**src/rtl/uart_rx_match.sv**
```systemverilog
// 8N1 UART receiver feeding a matcher for the 15-byte ID string "hitsz2024311259".
// Define UART_RX_SYNC_EN to pass rx through a two-flop synchronizer (adds 2 cycles of latency).
module uart_rx_match #(
  parameter int CLK_FREQ = 100_000_000,
  parameter int BAUD     = 9600
) (
  input  logic       clk,
  input  logic       rst,
  input  logic       rx,
  output logic [7:0] rx_data,
  output logic       rx_valid,
  output logic       frame_err,
  output logic [3:0] char_index,
  output logic       match
);

  localparam int BIT_CYC  = CLK_FREQ / BAUD;
  localparam int HALF_CYC = BIT_CYC / 2;
  localparam int CNT_W    = $clog2(BIT_CYC + 1);

  localparam logic [CNT_W-1:0] BIT_LAST  = CNT_W'(BIT_CYC - 1);
  localparam logic [CNT_W-1:0] HALF_LAST = CNT_W'(HALF_CYC - 1);
  localparam logic [3:0]       LAST_IDX  = 4'd14;
  localparam logic [7:0]       FIRST_CHR = 8'h68;

  typedef enum logic [1:0] {
    IDLE,
    START,
    DATA,
    STOP
  } state_t;

  function automatic logic [7:0] expected_char(input logic [3:0] idx);
    case (idx)
      4'd0:    expected_char = 8'h68;
      4'd1:    expected_char = 8'h69;
      4'd2:    expected_char = 8'h74;
      4'd3:    expected_char = 8'h73;
      4'd4:    expected_char = 8'h7A;
      4'd5:    expected_char = 8'h32;
      4'd6:    expected_char = 8'h30;
      4'd7:    expected_char = 8'h32;
      4'd8:    expected_char = 8'h34;
      4'd9:    expected_char = 8'h33;
      4'd10:   expected_char = 8'h31;
      4'd11:   expected_char = 8'h31;
      4'd12:   expected_char = 8'h32;
      4'd13:   expected_char = 8'h35;
      4'd14:   expected_char = 8'h39;
      default: expected_char = 8'h00;
    endcase
  endfunction

  logic rx_s;

`ifdef UART_RX_SYNC_EN
  logic [1:0] sync_q;

  // NOTE: synchronizer flops reset to the idle line level (1) so reset release never looks like a start bit.
  always_ff @(posedge clk or posedge rst) begin
    if (rst) sync_q <= 2'b11;
    else     sync_q <= {sync_q[0], rx};
  end

  assign rx_s = sync_q[1];
`else
  assign rx_s = rx;
`endif

  state_t           state_q, state_d;
  logic [CNT_W-1:0] cnt_q;
  logic [2:0]       bit_q;
  logic [7:0]       shift_q;
  logic             armed_q;
  logic             cnt_clr;
  logic             shift_en;
  logic             stop_ok;
  logic             stop_bad;

  // NOTE: state registers use non-blocking assignments so every flop samples pre-edge values.
  always_ff @(posedge clk or posedge rst) begin
    if (rst) state_q <= IDLE;
    else     state_q <= state_d;
  end

  // NOTE: every output of this block gets a default first, so no path can infer a latch.
  always_comb begin
    state_d  = state_q;
    cnt_clr  = 1'b0;
    shift_en = 1'b0;
    stop_ok  = 1'b0;
    stop_bad = 1'b0;
    case (state_q)
      IDLE: begin
        // armed_q blocks a start on a line that was already low when reset released
        if (armed_q && !rx_s) state_d = START;
      end
      START: begin
        if (cnt_q == HALF_LAST) state_d = rx_s ? IDLE : DATA;
      end
      DATA: begin
        if (cnt_q == BIT_LAST) begin
          shift_en = 1'b1;
          cnt_clr  = 1'b1;
          if (bit_q == 3'd7) state_d = STOP;
        end
      end
      STOP: begin
        if (cnt_q == BIT_LAST) begin
          stop_ok  = rx_s;
          stop_bad = !rx_s;
          state_d  = IDLE;
        end
      end
      default: state_d = IDLE;
    endcase
  end

  always_ff @(posedge clk or posedge rst) begin
    if (rst) begin
      cnt_q   <= '0;
      bit_q   <= '0;
      shift_q <= '0;
      armed_q <= 1'b0;
    end else begin
      if (state_q == IDLE || state_d != state_q || cnt_clr) cnt_q <= '0;
      else                                                  cnt_q <= cnt_q + 1'b1;
      if (shift_en) begin
        bit_q   <= bit_q + 1'b1;
        shift_q <= {rx_s, shift_q[7:1]};
      end
      if (rx_s) armed_q <= 1'b1;
    end
  end

  always_ff @(posedge clk or posedge rst) begin
    if (rst) begin
      rx_data   <= 8'h00;
      rx_valid  <= 1'b0;
      frame_err <= 1'b0;
    end else begin
      rx_valid  <= stop_ok;
      frame_err <= stop_bad;
      if (stop_ok) rx_data <= shift_q;
    end
  end

  // Matcher runs one cycle behind the receiver and never stalls it.
  always_ff @(posedge clk or posedge rst) begin
    if (rst) begin
      char_index <= 4'd0;
      match      <= 1'b0;
    end else begin
      match <= 1'b0;
      if (rx_valid) begin
        if (rx_data == expected_char(char_index)) begin
          if (char_index == LAST_IDX) begin
            char_index <= 4'd0;
            match      <= 1'b1;
          end else begin
            char_index <= char_index + 4'd1;
          end
        end else begin
          char_index <= (rx_data == FIRST_CHR) ? 4'd1 : 4'd0;
        end
      end else if (frame_err) begin
        char_index <= 4'd0;
      end
    end
  end

endmodule
```
**config.mk**
```make
export PLATFORM = sky130hd
export DESIGN_NAME = uart_rx_match
export DESIGN_NICKNAME = d
export VERILOG_FILES = /design/src/rtl/uart_rx_match.sv
export SDC_FILE = /design/constraint.sdc
export NUM_CORES = 1
export LEC_CHECK = 0
export ABC_AREA = 1
export CORE_UTILIZATION = 50
export DETAILED_ROUTE_END_ITERATION = 7
export PLACE_DENSITY = 0.7
export SLEW_MARGIN = 15
export SYNTH_ARGS = -nofsm -noshare
export SYNTH_HDL_FRONTEND = slang
export SYNTH_SLANG_ARGS = --single-unit
```
**constraint.sdc**
```tcl
create_clock -name clk -period 2.2 [get_ports clk]
set_input_delay 0.44 -clock clk [delete_from_list [all_inputs] [get_ports clk]]
set_output_delay 0.44 -clock clk [all_outputs]
set_load 0.005 [all_outputs]
```
==> metrics, run 1 <==
status complete, but fails checks; failing checks DRC; hold_sp cnt_q[0]$_DFF_PP0_; met2 WL approximately 2.1 mm; first drt pass iteration count 6; sum of negative setup slack 0 ns; hold path depth 1; Synth Warn # 0; total track usage 0.207; Skew-Pair Late Insertion Delay 0.29 ns; routability cong. between 0.8 and 0.9; final-stage net count 337; reg2reg start char_index[0]$_DFFE_PP0P_; Rel. slew slack 0.647; DR top layer met4; sequential group share of total power 0.508; final setup violation count 0; Clock Power Share 0.452; Iter 0 DRT Violations 163; largest net degree at the start of global routing 44; Gate Count Post-Synth 305; Syn Area/Cell around 7.9 um^2; Slowest-stage cell, CP dfrtp_1; die width 71.4 um; ANT cells 0; CTS buffer count 5; end of the worst hold path cnt_q[0]$_DFF_PP0_; Hold Crit Class reg -> reg; clock root cell clkbuf_8; Buffers & Inverters on Critical Path 1; unique cell type count in the Yosys netlist 29; Seq/Total Area, Yosys 0.447; hold-fix buffer count after cts 0; Max Cap Viol 0; Avg WL per Cell 12.2 um; CP delay by family, top flip-flops; CP Class reg -> out; max incr delay on CP a little under 0.7 ns; detailed placement HPWL around 3.4 mm; Worst-Margin Slew ~0.53 ns; I/O Pins 18; maximum root-to-sink buffer count 2; WP data required ~1.8 ns; fillers 425; CTS Sinks 43; # rows 24; Final Skew 0.00544 ns; Yosys reg bits 43; drt drc 2; placeable core region 4500 um^2; RSZ-0062 raised after global routing false; R2R depth 10; Net Sw Power between 300 and 400 uW; Logic pwr share 0.040; PortBufs 17; Pwr per Cell Area between 500 and 600 nW/um^2; Int Pwr approximately 1300 uW; Peak VDD IR roughly 0.42 mV; Layout area overhead 14.9%; Syn Std Cell Area approximately 2400 um^2; Final Total Pwr ~1600 uW; antenna violations before repair 0; r2r endpoint char_index[1]$_DFFE_PP0P_; r2r setup slk ~0.28 ns; CP Cell Sequence clkdlybuf4s50_1; initial core utilization 0.535; Die Y approximately 71 um; CP endpoint kind primary output; Final period util 0.915; most frequent cells in the layout nand2_1 (87), dfrtp_1 (41), nand3_1 (33), inv_1 (29), nor2_1 (22); P_leak 0.00132 uW; H-tree levels 2; CTS tree done; vias in the first global route 1865; max-slew violation count 0; Die ar. 5100 um^2; crit path max fanout 16; Fin. Hold Viols 0; met3 WL about 150 um; commonest non-fill, non-tap cell in the layout nand2_1; routed length on met1 2.38 mm; post-CTS setup buffer count 0; Clk pin slew, worst setup/hold paths approximately 0.080 ns; syn_nets 317; Max Clock Freq 0.497 GHz; first-pass GRT wire length around 8.3 mm; layout cells sized above 1 0.113; routed via count approximately 2000; mean number of vias per cell between 5 and 6; WL final 4.63 mm; min Tclk post-route between 2 and 2.5 ns; total gr overflow 0; Routed Antenna Nets 0; type of origin of the critical path register; Critical Path AT 1.57 ns; Sw Ratio 0.193
-- metrics by stage --
step	std cells	worst slack [ns]	util	hold slack [ns]	area, um^2
after global routing	378	0.0261	0.614	0.490	2770
after global placement	370	0.350	0.584	0.451	2630
after CTS	378	0.191	0.614	0.468	2760
after floorplan	305	0.519	-	0.430	2410
after detailed placement	370	0.241	0.584	0.457	2630
final	378	0.188	0.614	0.464	2770
-- synthesized netlist by cell type --
master | n | area [um^2]
o21ai_0 | 4 | 20.0
nor3_2 | 1 | 10.0
xnor2_1 | 1 | 8.76
nor4_1 | 1 | 6.26
clkbuf_1 | 1 | 3.75
buf_2 | 2 | 10.0
nand3_4 | 1 | 17.5
buf_4 | 2 | 15.0
inv_2 | 6 | 22.5
nor3_1 | 5 | 25.0
o31ai_1 | 1 | 7.51
or2_2 | 1 | 6.26
nor2_1 | 22 | 82.6
nand3_2 | 1 | 10.0
nand2_1 | 87 | 327
nand4_1 | 10 | 62.6
nor2_4 | 3 | 33.8
nand2_2 | 2 | 12.5
buf_6 | 1 | 11.3
a21oi_1 | 2 | 10.0
nand3b_1 | 2 | 15.0
o21ai_1 | 12 | 60.1
inv_1 | 30 | 113
dfrtp_1 | 43 | 1080
a32oi_1 | 1 | 8.76
nor2_2 | 11 | 68.8
xor2_1 | 10 | 87.6
nand3_1 | 33 | 165
ha_1 | 9 | 113
-- power by group through the flow --
stage / Sequential (uW) / Clock (uW) / Combinational, uW
2_1_floorplan: 821 / 0 / 31.9
3_3_place_gp: 822 / 0 / 66.3
3_5_place_dp: 822 / 0 / 66.3
4_1_cts: 806 / 738 / 66.2
5_1_grt: 807 / 766 / 73.5
6_report: 806 / 716 / 64.2
-- worst max path at each step --
stage                                    from  slack (ns)  cells past startpoint                   endpoint
global placement    char_index[1]$_DFFE_PP0P_        0.35                     11            match$_DFF_PP0_
CTS                 char_index[2]$_DFFE_PP0P_        0.19                      1              char_index[2]
floorplan           char_index[1]$_DFFE_PP0P_        0.52                     11  char_index[1]$_DFFE_PP0P_
finish              char_index[2]$_DFFE_PP0P_        0.19                      1              char_index[2]
global route        char_index[0]$_DFFE_PP0P_        0.03                     11  char_index[1]$_DFFE_PP0P_
detailed placement  char_index[1]$_DFFE_PP0P_        0.24                     10  char_index[1]$_DFFE_PP0P_
-- worst register-to-register path, delay by kind of cell, from the launching register on --
| kind | cells | cell delay (ns) |
|---|---|---|
| and+or+nand+nor | 6 | 0.78 |
| buffers and inverters | 2 | 0.23 |
| AOI/OAI and AO/OA | 1 | 0.18 |
| adders and majority gates | 1 | 0.20 |
| DFF | 1 | 0.46 |
-- state kept, by name (all words and copies together), names as in the netlist --
register,flops
armed_q,1
bit_q,3
char_index,4
cnt_q,14
frame_err,1
match,1
rx_data,8
rx_valid,1
shift_q,8
state_q,2
-- per-layer routing --
layer	up-vias	global-route usage
met5	-	0
met4	0	0.0533
met3	4	0.0380
met2	27	0.328
met1	911	0.295
li1	1019	-
-- timing repair --
action	4_1_cts	5_1_grt
setup endpoints to repair	0	4
resized for setup	0	2
hold endpoints to repair	0	0
-- logic make-up (layout without fill, tap and decap cells) --
kind of cell    Yosys count  in the layout  share of synthesized area
flops                    43             43                      0.447
buf+inv                  42             63                     0.0727
xor+xnor                 11             11                     0.0400
compound gates           20             20                     0.0442
fa+ha+maj                 9              9                     0.0468
simple gates            180            180                      0.350
-- area by class of cell --
type | instances | area, um^2 | share of cell area
Timing Repair Buffer | 19 | 198 | 0.0715
Multi-Input combinational cell | 220 | 1160 | 0.418
Tap cell | 52 | 65.1 | 0.0235
Clock buffer | 6 | 72.6 | 0.0262
Inverter | 36 | 135 | 0.0488
Sequential cell | 43 | 1080 | 0.390
Clock inverter | 2 | 60.1 | 0.0217
Power figures use the tool's default switching activity.
==> inputs of run 2 (changes only) <==
==> constraint.sdc (replaced) <==
create_clock -name clk -period 2.2 [get_ports clk]
set_input_delay 0.55 -clock clk [delete_from_list [all_inputs] [get_ports clk]]
set_output_delay 0.55 -clock clk [all_outputs]
set_load 0.005 [all_outputs]
==> run 2 against run 1 <==
Effect of this change: the flow still finishes with violations (DRC); clock power is 26% lower; largest cell class unchanged; highest routed layer unchanged; sequential share of layout area increased by 0.54 points; largest power group unchanged; non-clock buffer count stayed put; register-to-register slack worse by 0.02 ns; combinational power increased by 0.6%; final cell count unchanged; sequential power about the same.
==> metrics, run 2 (synthesis results as in run 1) <==
status complete, but fails checks (unchanged); failing checks DRC (unchanged); CP endpoint kind primary output (unchanged); CP Cell Sequence clkdlybuf4s50_1 (unchanged); CTS tree done (unchanged); r2r setup slk 0.26 ns (was 0.28 ns); Max Cap Viol 0 (unchanged); RSZ-0062 raised after global routing false (unchanged); antenna violations before repair 0 (unchanged); Rel. slew slack 0.666 (was 0.647); end of the worst hold path cnt_q[0]$_DFF_PP0_ (unchanged); Skew-Pair Late Insertion Delay 0.30 ns (was 0.29 ns); Routed Antenna Nets 0 (unchanged); Pwr per Cell Area 514 nW/um^2 (was 573 nW/um^2); Layout area overhead 13.3% (was 14.9%); I/O Pins 18 (unchanged); R2R depth 11 (was 10); CP delay by family, top flip-flops (unchanged); r2r endpoint char_index[3]$_DFFE_PP0P_ (was char_index[1]$_DFFE_PP0P_); placeable core region 4500 um^2 (unchanged); Worst setup startpoint char_index[2]$_DFFE_PP0P_ (unchanged); Worst-Margin Slew 0.501 ns (was 0.530 ns); largest net degree at the start of global routing 44 (unchanged); Top reg by flops cnt_q (unchanged); CTS buffer count 5 (unchanged); fillers 398 (was 425); detailed placement HPWL 3.43 mm (was 3.36 mm); hold path depth 1 (unchanged); die width 71.4 um (unchanged); Max Clock Freq 0.478 GHz (was 0.497 GHz); max-slew violation count 0 (unchanged); total gr overflow 0 (unchanged); PortBufs 17 (unchanged); type of origin of the critical path register (unchanged); CP Class reg -> out (unchanged); # rows 24 (unchanged); Final period util 0.951 (was 0.915); most frequent cells in the layout nand2_1 (87), dfrtp_1 (41), nand3_1 (33), inv_1 (29), nor2_1 (22) (unchanged); routed via count 2001 (was 1961); Buffers & Inverters on Critical Path 1 (unchanged); first-pass GRT wire length 8.34 mm (was 8.35 mm); Largest regs cnt_q x14, rx_data x8, shift_q x8 (unchanged); WP data required 1.65 ns (was 1.76 ns); mean number of vias per cell 5.29 (was 5.19); Critical Path AT 1.54 ns (was 1.57 ns); Final Total Pwr 1400 uW (was 1590 uW); hold_sp cnt_q[0]$_DFF_PP0_ (unchanged); Iter 0 DRT Violations 151 (was 163); WL final 4.73 mm (was 4.63 mm); clock root cell clkbuf_8 (unchanged); Fin. Hold Viols 0 (unchanged); Final Skew 0.0163 ns (was 0.00544 ns); initial core utilization 0.535 (unchanged); CTS Sinks 43 (unchanged); max incr delay on CP 0.66 ns (was 0.68 ns); reg2reg start char_index[1]$_DFFE_PP0P_ (was char_index[0]$_DFFE_PP0P_); CP Depth 1 (unchanged); crit path max fanout 16 (unchanged); Avg WL per Cell 12.5 um (was 12.2 um); max reg flops 14 (unchanged); commonest non-fill, non-tap cell in the layout nand2_1 (unchanged); layout cells sized above 1 0.117 (was 0.113); min Tclk post-route 2.09 ns (was 2.01 ns); Clk pin slew, worst setup/hold paths 0.09 ns (was 0.08 ns); Peak VDD IR 0.431 mV (was 0.416 mV); sum of negative setup slack 0 ns (unchanged); P_leak 0.00130 uW (was 0.00132 uW); Slowest-stage cell, CP dfrtp_1 (unchanged); ANT cells 0 (unchanged); Die ar. 5100 um^2 (unchanged); routability cong. 0.852 (was 0.896); final-stage net count 337 (unchanged); maximum root-to-sink buffer count 2 (unchanged); Hold Crit Class reg -> reg (unchanged); H-tree levels 2 (unchanged); first drt pass iteration count 6 (unchanged); final setup violation count 0 (unchanged); post-CTS setup buffer count 0 (unchanged); vias in the first global route 1791 (was 1865); total track usage 0.209 (was 0.207); Die Y 71.4 um (unchanged); drt drc 2 (unchanged)
==> run 2: cell types whose count changed in the layout (fill, tap and decap cells not counted), sizes merged <==
cell    previous run  this run
bufinv             2         0
inv               35        37
clkbuf             6         5
clkinv             1         2
==> run 2: cell type report <==
| class | count | area [um^2] | area share |
|---|---|---|---|
| Sequential cell | 43 | 1080 | 0.395 |
| Inverter | 36 | 135 | 0.0495 |
| Clock inverter | 3 | 26.3 | 0.00963 |
| Timing Repair Buffer | 19 | 198 | 0.0724 |
| Multi-Input combinational cell | 220 | 1160 | 0.424 |
| Clock buffer | 5 | 68.8 | 0.0252 |
| Tap cell | 52 | 65.1 | 0.0238 |
==> run 2: metrics by stage <==
| step | instances | hold WS (ns) | setup WS, ns | util | cell area [um^2] |
|---|---|---|---|---|---|
| after floorplan | 305 | 0.430 | 0.519 | - | 2410 |
| after global placement | 370 | 0.450 | 0.333 | 0.584 | 2630 |
| after detailed placement | 370 | 0.460 | 0.227 | 0.584 | 2630 |
| after CTS | 378 | 0.475 | 0.102 | 0.605 | 2730 |
| after global routing | 378 | 0.504 | 0.0196 | 0.606 | 2730 |
| final | 378 | 0.475 | 0.107 | 0.606 | 2730 |
==> run 2: power breakdown <==
part	total [uW]	switching, uW	internal, uW
clock	531	297	234
combinational	64.6	36.4	28.2
sequential	806	7.56	798
total	1400	341	1060
==> run 2: how the worst max path moves through the flow <==
| stage | to |
|---|---|
| floorplan | char_index[1]$_DFFE_PP0P_ |
| global placement | char_index[2]$_DFFE_PP0P_ |
| detailed placement | char_index[1]$_DFFE_PP0P_ |
| CTS | char_index[2] |
| global route | char_index[2] |
| finish | char_index[2] |
==> run 2: routing by layer <==
layer	vias to the layer above	share of wire	GRT usage
met5	-	0	0
met4	0	0.0034	0.0444
met3	2	0.054	0.0506
met2	54	0.44	0.307
met1	929	0.51	0.314
li1	1016	-	-
==> run 2: timing repair <==
item | 4_1_cts | 5_1_grt
endpoints found under the setup margin | 0 | 4
hold buffers | 0 | 0
gates resized for setup | 0 | 2
